==> src/rtl/temp_conv_rom_arbiter_pkg.sv <==
// Shared types and constants for the two-requester temperature-conversion ROM arbiter.
package temp_conv_pkg;

  localparam int TEMP_WIDTH = 8;

  localparam logic UNIT_C_TO_F = 1'b0;
  localparam logic UNIT_F_TO_C = 1'b1;

  typedef enum logic [1:0] {
    IDLE  = 2'd0,
    ISSUE = 2'd1,
    WAIT  = 2'd2,
    RESP  = 2'd3
  } state_t;

endpackage

==> src/rtl/temp_conv_rom_arbiter_if.sv <==
// Request/response bundle between the two conversion clients and the ROM arbiter.
// Handshake rule for every channel: a transfer happens on a rising edge where valid and
// ready are both high; the valid side holds its payload stable until that edge.
interface temp_conv_rom_arbiter_if #(
  parameter int DATA_WIDTH = temp_conv_pkg::TEMP_WIDTH
);
  logic                  req0_valid_i;
  logic                  req0_ready_o;
  logic [DATA_WIDTH-1:0] req0_temp_i;
  logic                  req0_unit_i;
  logic                  req1_valid_i;
  logic                  req1_ready_o;
  logic [DATA_WIDTH-1:0] req1_temp_i;
  logic                  req1_unit_i;
  logic                  rsp0_valid_o;
  logic                  rsp0_ready_i;
  logic [DATA_WIDTH-1:0] rsp0_temp_o;
  logic                  rsp1_valid_o;
  logic                  rsp1_ready_i;
  logic [DATA_WIDTH-1:0] rsp1_temp_o;

  modport master (
    output req0_valid_i, req0_temp_i, req0_unit_i,
    output req1_valid_i, req1_temp_i, req1_unit_i,
    output rsp0_ready_i, rsp1_ready_i,
    input  req0_ready_o, req1_ready_o,
    input  rsp0_valid_o, rsp0_temp_o, rsp1_valid_o, rsp1_temp_o
  );

  modport slave (
    input  req0_valid_i, req0_temp_i, req0_unit_i,
    input  req1_valid_i, req1_temp_i, req1_unit_i,
    input  rsp0_ready_i, rsp1_ready_i,
    output req0_ready_o, req1_ready_o,
    output rsp0_valid_o, rsp0_temp_o, rsp1_valid_o, rsp1_temp_o
  );

endinterface

==> src/rtl/temp_conv_rom_arbiter_rr_arbiter_2.sv <==
// Combinational two-way round-robin pick; ptr names the requester favoured on a tie.
module rr_arbiter_2 (
  input  logic       valid0,
  input  logic       valid1,
  input  logic       ptr,
  output logic [1:0] grant
);

  always_comb begin
    grant = 2'b00;
    if (valid0 && valid1) begin
      grant = ptr ? 2'b10 : 2'b01;
    end else begin
      grant = {valid1, valid0};
    end
  end

endmodule

==> src/rtl/temp_conv_rom_arbiter.sv <==
// Round-robin sharing of one synchronous conversion ROM between two requesters.
// Define TEMP_CONV_ARB_STATS_EN to add saturating per-requester grant counters.
module temp_conv_rom_arbiter
  import temp_conv_pkg::*;
#(
  parameter  int DATA_WIDTH     = TEMP_WIDTH,
  parameter  int ROM_LATENCY    = 1,
  localparam int ROM_ADDR_WIDTH = DATA_WIDTH + 1
) (
  input  logic                      clk_i,
  input  logic                      rst_ni,
  temp_conv_rom_arbiter_if.slave    bus,
  output logic                      rom_en_o,
  output logic [ROM_ADDR_WIDTH-1:0] rom_addr_o,
  input  logic [DATA_WIDTH-1:0]     rom_data_i,
  output logic                      busy_o,
  output state_t                    state_o
`ifdef TEMP_CONV_ARB_STATS_EN
  ,
  output logic [15:0]               grant_cnt0_o,
  output logic [15:0]               grant_cnt1_o
`endif
);

  localparam logic [1:0] WAIT_INIT = 2'(ROM_LATENCY - 1);

  state_t                    state_q, state_d;
  logic [1:0]                grant;
  logic                      ptr_q;
  logic                      owner_q;
  logic [1:0]                wait_q;
  logic [ROM_ADDR_WIDTH-1:0] addr_q;
  logic [DATA_WIDTH-1:0]     temp0_q, temp1_q;
  logic                      idle, hs0, hs1, rsp_hs;

  rr_arbiter_2 u_arb (
    .valid0 (bus.req0_valid_i),
    .valid1 (bus.req1_valid_i),
    .ptr    (ptr_q),
    .grant  (grant)
  );

  // Readies are gated by reset so nothing can be accepted while rst_ni is low.
  assign idle   = rst_ni && (state_q == IDLE);
  assign hs0    = bus.req0_valid_i && idle && grant[0];
  assign hs1    = bus.req1_valid_i && idle && grant[1];
  assign rsp_hs = (state_q == RESP) && (owner_q ? bus.rsp1_ready_i : bus.rsp0_ready_i);

  always_ff @(posedge clk_i) begin
    if (!rst_ni) begin
      state_q <= IDLE;
    end else begin
      state_q <= state_d;
    end
  end

  always_comb begin
    state_d = state_q;
    case (state_q)
      IDLE:    if (hs0 || hs1) state_d = ISSUE;
      ISSUE:   state_d = WAIT;
      WAIT:    if (wait_q == 2'd0) state_d = RESP;
      RESP:    if (rsp_hs) state_d = IDLE;
      default: state_d = IDLE;
    endcase
  end

  always_ff @(posedge clk_i) begin
    if (!rst_ni) begin
      ptr_q   <= 1'b0;
      owner_q <= 1'b0;
      wait_q  <= 2'd0;
      addr_q  <= '0;
      temp0_q <= '0;
      temp1_q <= '0;
    end else begin
      if (hs0) begin
        addr_q  <= {bus.req0_unit_i, bus.req0_temp_i};
        owner_q <= 1'b0;
      end else if (hs1) begin
        addr_q  <= {bus.req1_unit_i, bus.req1_temp_i};
        owner_q <= 1'b1;
      end
      if (state_q == ISSUE) begin
        wait_q <= WAIT_INIT;
      end else if (state_q == WAIT && wait_q != 2'd0) begin
        wait_q <= wait_q - 2'd1;
      end
      // Last WAIT cycle is exactly ROM_LATENCY edges after the strobe.
      if (state_q == WAIT && wait_q == 2'd0) begin
        if (owner_q) temp1_q <= rom_data_i;
        else         temp0_q <= rom_data_i;
      end
      if (rsp_hs) begin
        ptr_q <= ~owner_q;
      end
    end
  end

  always_comb begin
    bus.req0_ready_o = idle && grant[0];
    bus.req1_ready_o = idle && grant[1];
    bus.rsp0_valid_o = (state_q == RESP) && !owner_q;
    bus.rsp1_valid_o = (state_q == RESP) && owner_q;
    rom_en_o         = (state_q == ISSUE);
    busy_o           = (state_q != IDLE);
    state_o          = state_q;
  end

  assign rom_addr_o      = addr_q;
  assign bus.rsp0_temp_o = temp0_q;
  assign bus.rsp1_temp_o = temp1_q;

`ifdef TEMP_CONV_ARB_STATS_EN
  always_ff @(posedge clk_i) begin
    if (!rst_ni) begin
      grant_cnt0_o <= 16'd0;
      grant_cnt1_o <= 16'd0;
    end else begin
      if (hs0 && grant_cnt0_o != 16'hFFFF) grant_cnt0_o <= grant_cnt0_o + 16'd1;
      if (hs1 && grant_cnt1_o != 16'hFFFF) grant_cnt1_o <= grant_cnt1_o + 16'd1;
    end
  end
`endif

endmodule
==> src/flat_wrapper.sv <==
// flat-port wrapper written by rule: the top's interface ports become plain ports
module temp_conv_rom_arbiter_flat import temp_conv_pkg::*;
#(
  parameter  int DATA_WIDTH     = TEMP_WIDTH,
  parameter  int ROM_LATENCY    = 1,
  localparam int ROM_ADDR_WIDTH = DATA_WIDTH + 1
)
  (clk_i, rst_ni, rom_en_o, rom_addr_o, rom_data_i, busy_o, state_o, bus_req0_valid_i, bus_req0_temp_i, bus_req0_unit_i, bus_req1_valid_i, bus_req1_temp_i, bus_req1_unit_i, bus_rsp0_ready_i, bus_rsp1_ready_i, bus_req0_ready_o, bus_req1_ready_o, bus_rsp0_valid_o, bus_rsp0_temp_o, bus_rsp1_valid_o, bus_rsp1_temp_o);
  temp_conv_rom_arbiter_if #(.DATA_WIDTH(DATA_WIDTH)) bus_i ();
  input  logic clk_i;
  input  logic rst_ni;
  output logic rom_en_o;
  output logic [ROM_ADDR_WIDTH-1:0] rom_addr_o;
  input  logic [DATA_WIDTH-1:0] rom_data_i;
  output logic busy_o;
  output state_t state_o;
  input wire logic [$bits(bus_i.req0_valid_i)-1:0] bus_req0_valid_i;
  input wire logic [$bits(bus_i.req0_temp_i)-1:0] bus_req0_temp_i;
  input wire logic [$bits(bus_i.req0_unit_i)-1:0] bus_req0_unit_i;
  input wire logic [$bits(bus_i.req1_valid_i)-1:0] bus_req1_valid_i;
  input wire logic [$bits(bus_i.req1_temp_i)-1:0] bus_req1_temp_i;
  input wire logic [$bits(bus_i.req1_unit_i)-1:0] bus_req1_unit_i;
  input wire logic [$bits(bus_i.rsp0_ready_i)-1:0] bus_rsp0_ready_i;
  input wire logic [$bits(bus_i.rsp1_ready_i)-1:0] bus_rsp1_ready_i;
  output wire logic [$bits(bus_i.req0_ready_o)-1:0] bus_req0_ready_o;
  output wire logic [$bits(bus_i.req1_ready_o)-1:0] bus_req1_ready_o;
  output wire logic [$bits(bus_i.rsp0_valid_o)-1:0] bus_rsp0_valid_o;
  output wire logic [$bits(bus_i.rsp0_temp_o)-1:0] bus_rsp0_temp_o;
  output wire logic [$bits(bus_i.rsp1_valid_o)-1:0] bus_rsp1_valid_o;
  output wire logic [$bits(bus_i.rsp1_temp_o)-1:0] bus_rsp1_temp_o;
  assign bus_i.req0_valid_i = bus_req0_valid_i;
  assign bus_i.req0_temp_i = bus_req0_temp_i;
  assign bus_i.req0_unit_i = bus_req0_unit_i;
  assign bus_i.req1_valid_i = bus_req1_valid_i;
  assign bus_i.req1_temp_i = bus_req1_temp_i;
  assign bus_i.req1_unit_i = bus_req1_unit_i;
  assign bus_i.rsp0_ready_i = bus_rsp0_ready_i;
  assign bus_i.rsp1_ready_i = bus_rsp1_ready_i;
  assign bus_req0_ready_o = bus_i.req0_ready_o;
  assign bus_req1_ready_o = bus_i.req1_ready_o;
  assign bus_rsp0_valid_o = bus_i.rsp0_valid_o;
  assign bus_rsp0_temp_o = bus_i.rsp0_temp_o;
  assign bus_rsp1_valid_o = bus_i.rsp1_valid_o;
  assign bus_rsp1_temp_o = bus_i.rsp1_temp_o;
  temp_conv_rom_arbiter #(.DATA_WIDTH(DATA_WIDTH), .ROM_LATENCY(ROM_LATENCY)) u_core (.clk_i(clk_i), .rst_ni(rst_ni), .bus(bus_i), .rom_en_o(rom_en_o), .rom_addr_o(rom_addr_o), .rom_data_i(rom_data_i), .busy_o(busy_o), .state_o(state_o));
endmodule
==> config.mk <==
export PLATFORM = sky130hd
export DESIGN_NAME = temp_conv_rom_arbiter_flat
export DESIGN_NICKNAME = d
export VERILOG_FILES = /design/src/rtl/temp_conv_rom_arbiter_pkg.sv /design/src/rtl/temp_conv_rom_arbiter_if.sv /design/src/rtl/temp_conv_rom_arbiter_rr_arbiter_2.sv /design/src/rtl/temp_conv_rom_arbiter.sv /design/src/flat_wrapper.sv
export SDC_FILE = /design/constraint.sdc
export NUM_CORES = 1
export LEC_CHECK = 0
export CAP_MARGIN = 5
export CORE_MARGIN = 4
export CORE_UTILIZATION = 40
export CTS_CLUSTER_SIZE = 8
export DETAILED_ROUTE_END_ITERATION = 8
export PLACE_DENSITY_LB_ADDON = 0.05
export SYNTH_ARGS = -nofsm -noshare
export SYNTH_HDL_FRONTEND = slang
export SYNTH_SLANG_ARGS = --single-unit
==> constraint.sdc <==
create_clock -name clk_i -period 2.16 [get_ports clk_i]
set_input_delay 0.432 -clock clk_i [delete_from_list [all_inputs] [get_ports clk_i]]
set_output_delay 0.432 -clock clk_i [all_outputs]
set_load 0.01 [all_outputs]
Word level (Yosys, flattened, before mapping). Index checks and enable logic that the tools add are counted.

Flip-flop bits (word level): 31. Bits of input ports: 32. Output and inout bits: 33. Logic and storage cells: 50.

$add $sub $neg: 1. Equality and inequality tests: 6. Muxes and demuxes: 9. Bitwise operators: 2. Reductions and logical operators: 25.

Operators with widths (number): 2-to-1 mux 9 bit (2); logical AND 1 bit (13); 2-to-1 mux 2 bit (5); one-hot mux 2 bit (4 select lines) (1); nonzero test 2 bit (3); equality test 2 bit (second input constant) (2); logical NOT 2 bit (2); != test 2 x 1 -> 1 bit (second input constant) (2); AND reduction 2 bit (2); OR reduction 2 bit (2); AND reduction 3 bit (1); equality test 2 x 1 -> 1 bit (second input constant) (1); != test 2 bit (second input constant) (1); NOT 1 bit (2); subtractor 2 x 1 -> 2 bit (second input constant) (1); logical NOT 1 bit (1); logical OR 1 bit (1); 2-to-1 mux 1 bit (1).

Logic depth before layout (Yosys ltp).
Word-level depth: 7. Gate-level depth with buffers: 6. Gate-level depth less buffers: 5.

Modules after synthesis. From an unflattened synthesis, not the netlist that was laid out.

Cell total of the unflattened synthesis: 141. Area, all modules: 1420.1 sq um.

Modules (own cells, without submodules): temp_conv_rom_arbiter (instances 1, cells an instance 138, area each 1401.3 sq um, seq. area each 620.6 sq um); rr_arbiter_2 (instances 1, cells an instance 3, area each 18.8 sq um, seq. area each 0.0 sq um).

Worst setup path after synthesis. OpenSTA, ideal clock, no wires.

Path kind: reg2out. Start: register u_core.state_q[0], in the netlist u_core.state_o[0]. End: output bus_req1_ready_o. Data arrival time: 1.213 ns. Data required time: 1.728 ns. Path slack: 0.515 ns. Cell stages (with the launch flop): 6. Path buffers: 1. Cells stage by stage: dfxtp_1 > inv_1 > ha_1 > and2_1 > buf_6 > and3_4.

Longest elaborated chain between the ends: 3.

Ends and longest elaborated chain: start: declaration (line temp_conv_rom_arbiter.sv:27) `state_t state_q, state_d;`; start signal: assignment (line temp_conv_rom_arbiter.sv:53) `state_q <= state_d;`; logical NOT 2 bit (line temp_conv_rom_arbiter.sv:44) `assign idle = rst_ni && (state_q == IDLE);`; logical AND 1 bit (line temp_conv_rom_arbiter.sv:44); logical AND 1 bit (line temp_conv_rom_arbiter.sv:102) `bus.req1_ready_o = idle && grant[1];`; end: declaration (line flat_wrapper.sv:26) `output wire logic [$bits(bus_i.req1_ready_o)-1:0] bus_req1_ready_o;`.

No other way between the ends.

Worst setup path in the final report.
Start: register u_core.state_q[1], in the netlist u_core.state_o[1]. End: output bus_rsp0_valid_o.

Longest elaborated chain between the ends: 2.

Ends and longest elaborated chain: equality test 2 bit (line temp_conv_rom_arbiter.sv:103) `bus.rsp0_valid_o = (state_q == RESP) && !owner_q;`; logical AND 1 bit (line temp_conv_rom_arbiter.sv:103); end: declaration (line flat_wrapper.sv:27) `output wire logic [$bits(bus_i.rsp0_valid_o)-1:0] bus_rsp0_valid_o;`.

No other way between the ends.

==> key figures <==
Routing
  • Avg Vias per Cell: about 5.1
  • DR WL/cell: roughly 14 um
  • Post-Route WL: between 3000 and 4000 um
  • DRT Pass-1 Iters: 4
  • Via Count: between 1000 and 1500
  • # DRC: 0
  • Drt first-iter violations: between 90 and 100
  • Antenna Violating Nets Remaining: 0

Logic synthesis
  • Mapped cell area: between 1000 and 1500 um^2
  • Top cell type's share of synthesized area: 0.422
  • Leading cell types by total area after synthesis: dfxtp_1, mux2i_1, nor2b_1, o21ai_0, ha_1
  • Sequential area share after synthesis: 0.422
  • Post-Syn Nets: 190
  • Synthesis warning total: 0
  • Post-Synthesis Cells: around 150
  • Distinct cells, synth: 29
  • Largest area contributor in the netlist: dfxtp_1
  • Syn avg cell area: between 9 and 10 um^2
  • Synth Register Bits: 31

CTS
  • Post-CTS setup buffers: 0
  • Clk sinks: 31
  • Hold Buf Count CTS: 0
  • Root Buffer: clkbuf_8
  • Clock transition at path regs: around 60 ps
  • CTS tree: built
  • Htree depth: 2
  • CTS Buf Count: 5
  • Clock Tree Buf Depth: 2
  • Clk_lat worst skew: 270 ps

Critical path
  • Type of the worst setup path: flip-flop to output pin
  • Worst path required time: roughly 1700 ps
  • Critical Path Source Type: flip-flop
  • Crit. End Element: output pin
  • Worst EP arrival: ~1600 ps
  • Max FO, Critical Path: 5

Power
  • Switch share: 0.312
  • Max VDD drop: between 0.0005 and 0.0006 V
  • Gate power share: 0.410
  • NetSw: around 0.65 mW
  • Int Power: roughly 1.4 mW
  • Clk pwr share: 0.231
  • Cell leakage power: roughly 0.93 nW
  • P per Cell Area: ~920 nW/um^2
  • Reg power frac: 0.359

STA
  • Hold Violations, Final: 0
  • Slew Limit Fails: 0
  • Worst hold margin: just over 500 ps
  • Setup violations, final: 0
  • Minimum clock period: between 2000 and 2500 ps
  • RSZ-0062 raised after global routing: no
  • Slew headroom: 0.627
  • Clock Skews: roughly 5.5 ps
  • Worst-margin pin slew: around 560 ps
  • Period utilization: 0.954
  • Final WS setup: slightly below 100 ps
  • Max Freq: 0.485 GHz

Floorplan
  • Chip Height: 68.6 um
  • Core box area: around 3400 um^2
  • Row cnt: 21
  • Ports: between 60 and 70
  • DIE AREA: 4710 um^2
  • Die X: ~69 um
  • Initial Util: 0.427

Finish
  • Fill cell total of the finished layout: 295
  • Layout cells sized above 1: 0.0950
  • N_diodes: 0
  • Fin nets: 258
  • Layout area overhead: 54.3%
  • Finished Layout Cells: between 200 and 300

Placed design
  • Place WS: -100 ps
  • HPWL after DPL: roughly 2800 um
  • Routability cong.: 0.731
  • IO Port Bufs: 64
  • Placed Cells: 259

GRT
  • Antenna violations before repair: 0
  • GR Util All Layers: 0.166
  • Remaining global-route overflow: 0
  • Largest net degree at the start of global routing: 35
  • Vias in the first global route: about 1300
  • Global-route wire length before repair: 5840 um

Worst hold path
  • Worst Hold Class: flip-flop to flip-flop

Run status
  • Outcome: completed

Flow run
  • Number of max-cap violations: 0
repair_timing:
action / CTS / global route
endpoints found under the setup margin: 2 / 1
gates resized for setup: 4 / 1
endpoints found under the hold margin: 0 / 0
pin swaps: 0 / 0
state kept, by name, indices dropped and copies added, names as in the netlist:
register	count
u_core.rom_addr_o	9
u_core.bus.rsp0_temp_o	8
u_core.bus.rsp1_temp_o	8
u_core.state_o	2
u_core.wait_q	2
u_core.owner_q	1
u_core.ptr_q	1
cells by family (layout without fill, tap and decap cells):
| group | Yosys count | in the layout | share of synthesized area |
|---|---|---|---|
| AO/OA/AOI/OAI | 35 | 35 | 0.148 |
| AND/OR/NAND/NOR | 45 | 45 | 0.186 |
| adder cells (fa/ha/maj) | 6 | 6 | 0.0511 |
| flip-flops | 31 | 31 | 0.422 |
| multiplexers | 19 | 19 | 0.129 |
| buffers and inverters | 15 | 84 | 0.0570 |
| XOR/XNOR | 1 | 1 | 0.00596 |
through the flow:
stage,area (um^2),TNS [ps],total power [mW],utilization
after floorplan,1470,0,1.22,-
after global placement,2160,-97.5,1.57,0.626
after detailed placement,2160,-115,1.59,0.626
after CTS,2270,0,2.10,0.658
after global routing,2270,0,2.22,0.659
final,2270,0,2.08,0.659
cell usage after synthesis (all sizes together):
library cell   n
dfxtp         31
o21ai         20
mux2i         19
nor2b         17
a31oi          9
nand4          9
buf            7
ha             6
inv            5
nand2          5
and2           4
clkbuf         3
nor2           3
nand3          2
or2b           2
a211oi         1
a21oi          1
a221oi         1
and2b          1
and3           1
nand3b         1
o211a          1
o221a          1
o2bb2ai        1
xnor2          1
cells in the final DEF (no fill, tap or decap), drive strengths merged, types with 6 or more instances in the layout:
master	count
clkdlybuf4s50	62
dfxtp	31
o21ai	20
mux2i	19
nor2b	17
nand4	9
a31oi	9
clkbuf	8
buf	7
ha	6
critical path: stages (launching register included):
cell,delay (ps)
dfxtp_1,400
ha_2,250
nor2b_1,160
clkdlybuf4s50_1,550
final cells by class:
cell class              count  area [um^2]  share of cell area
repair buffers             71          691               0.304
clock buffers               8          100              0.0441
inverters                   5         18.8             0.00827
well taps                  46         57.6              0.0254
multi-input cells         106          781               0.344
flip-flops and latches     31          621               0.274
worst paths after layout:
kind | start | to | slack, ps | cells past startpoint
worst max register to register | u_core.state_o[0]$_SDFFE_PN0P_ | u_core.bus.rsp0_temp_o[2]$_SDFFE_PN0P_ | 470 | 5
worst min register to register | u_core.wait_q[1]$_SDFFE_PP0P_ | u_core.wait_q[1]$_SDFFE_PP0P_ | 510 | 2
worst min-delay path | u_core.wait_q[1]$_SDFFE_PP0P_ | u_core.wait_q[1]$_SDFFE_PP0P_ | 510 | 2
worst max-delay path | u_core.state_o[1]$_SDFFE_PN0P_ | bus_rsp0_valid_o | 100 | 3
per-layer routing:
| layer | track usage | routed length [um] | up-vias |
|---|---|---|---|
| li1 | - | - | 677 |
| met1 | 0.194 | 1560 | 624 |
| met2 | 0.290 | 1790 | 53 |
| met3 | 0.0421 | 262 | 2 |
| met4 | 0.0596 | 18 | 0 |
| met5 | 0 | 0 | - |
power groups by stage:
stage	clock (mW)	sequential, mW	combinational [mW]
2_1_floorplan	0	0.783	0.434
3_3_place_gp	0	0.751	0.824
3_5_place_dp	0	0.758	0.835
4_1_cts	0.496	0.745	0.859
5_1_grt	0.522	0.757	0.942
6_report	0.480	0.745	0.852
No activity file was read; power rests on OpenSTA's default activity.
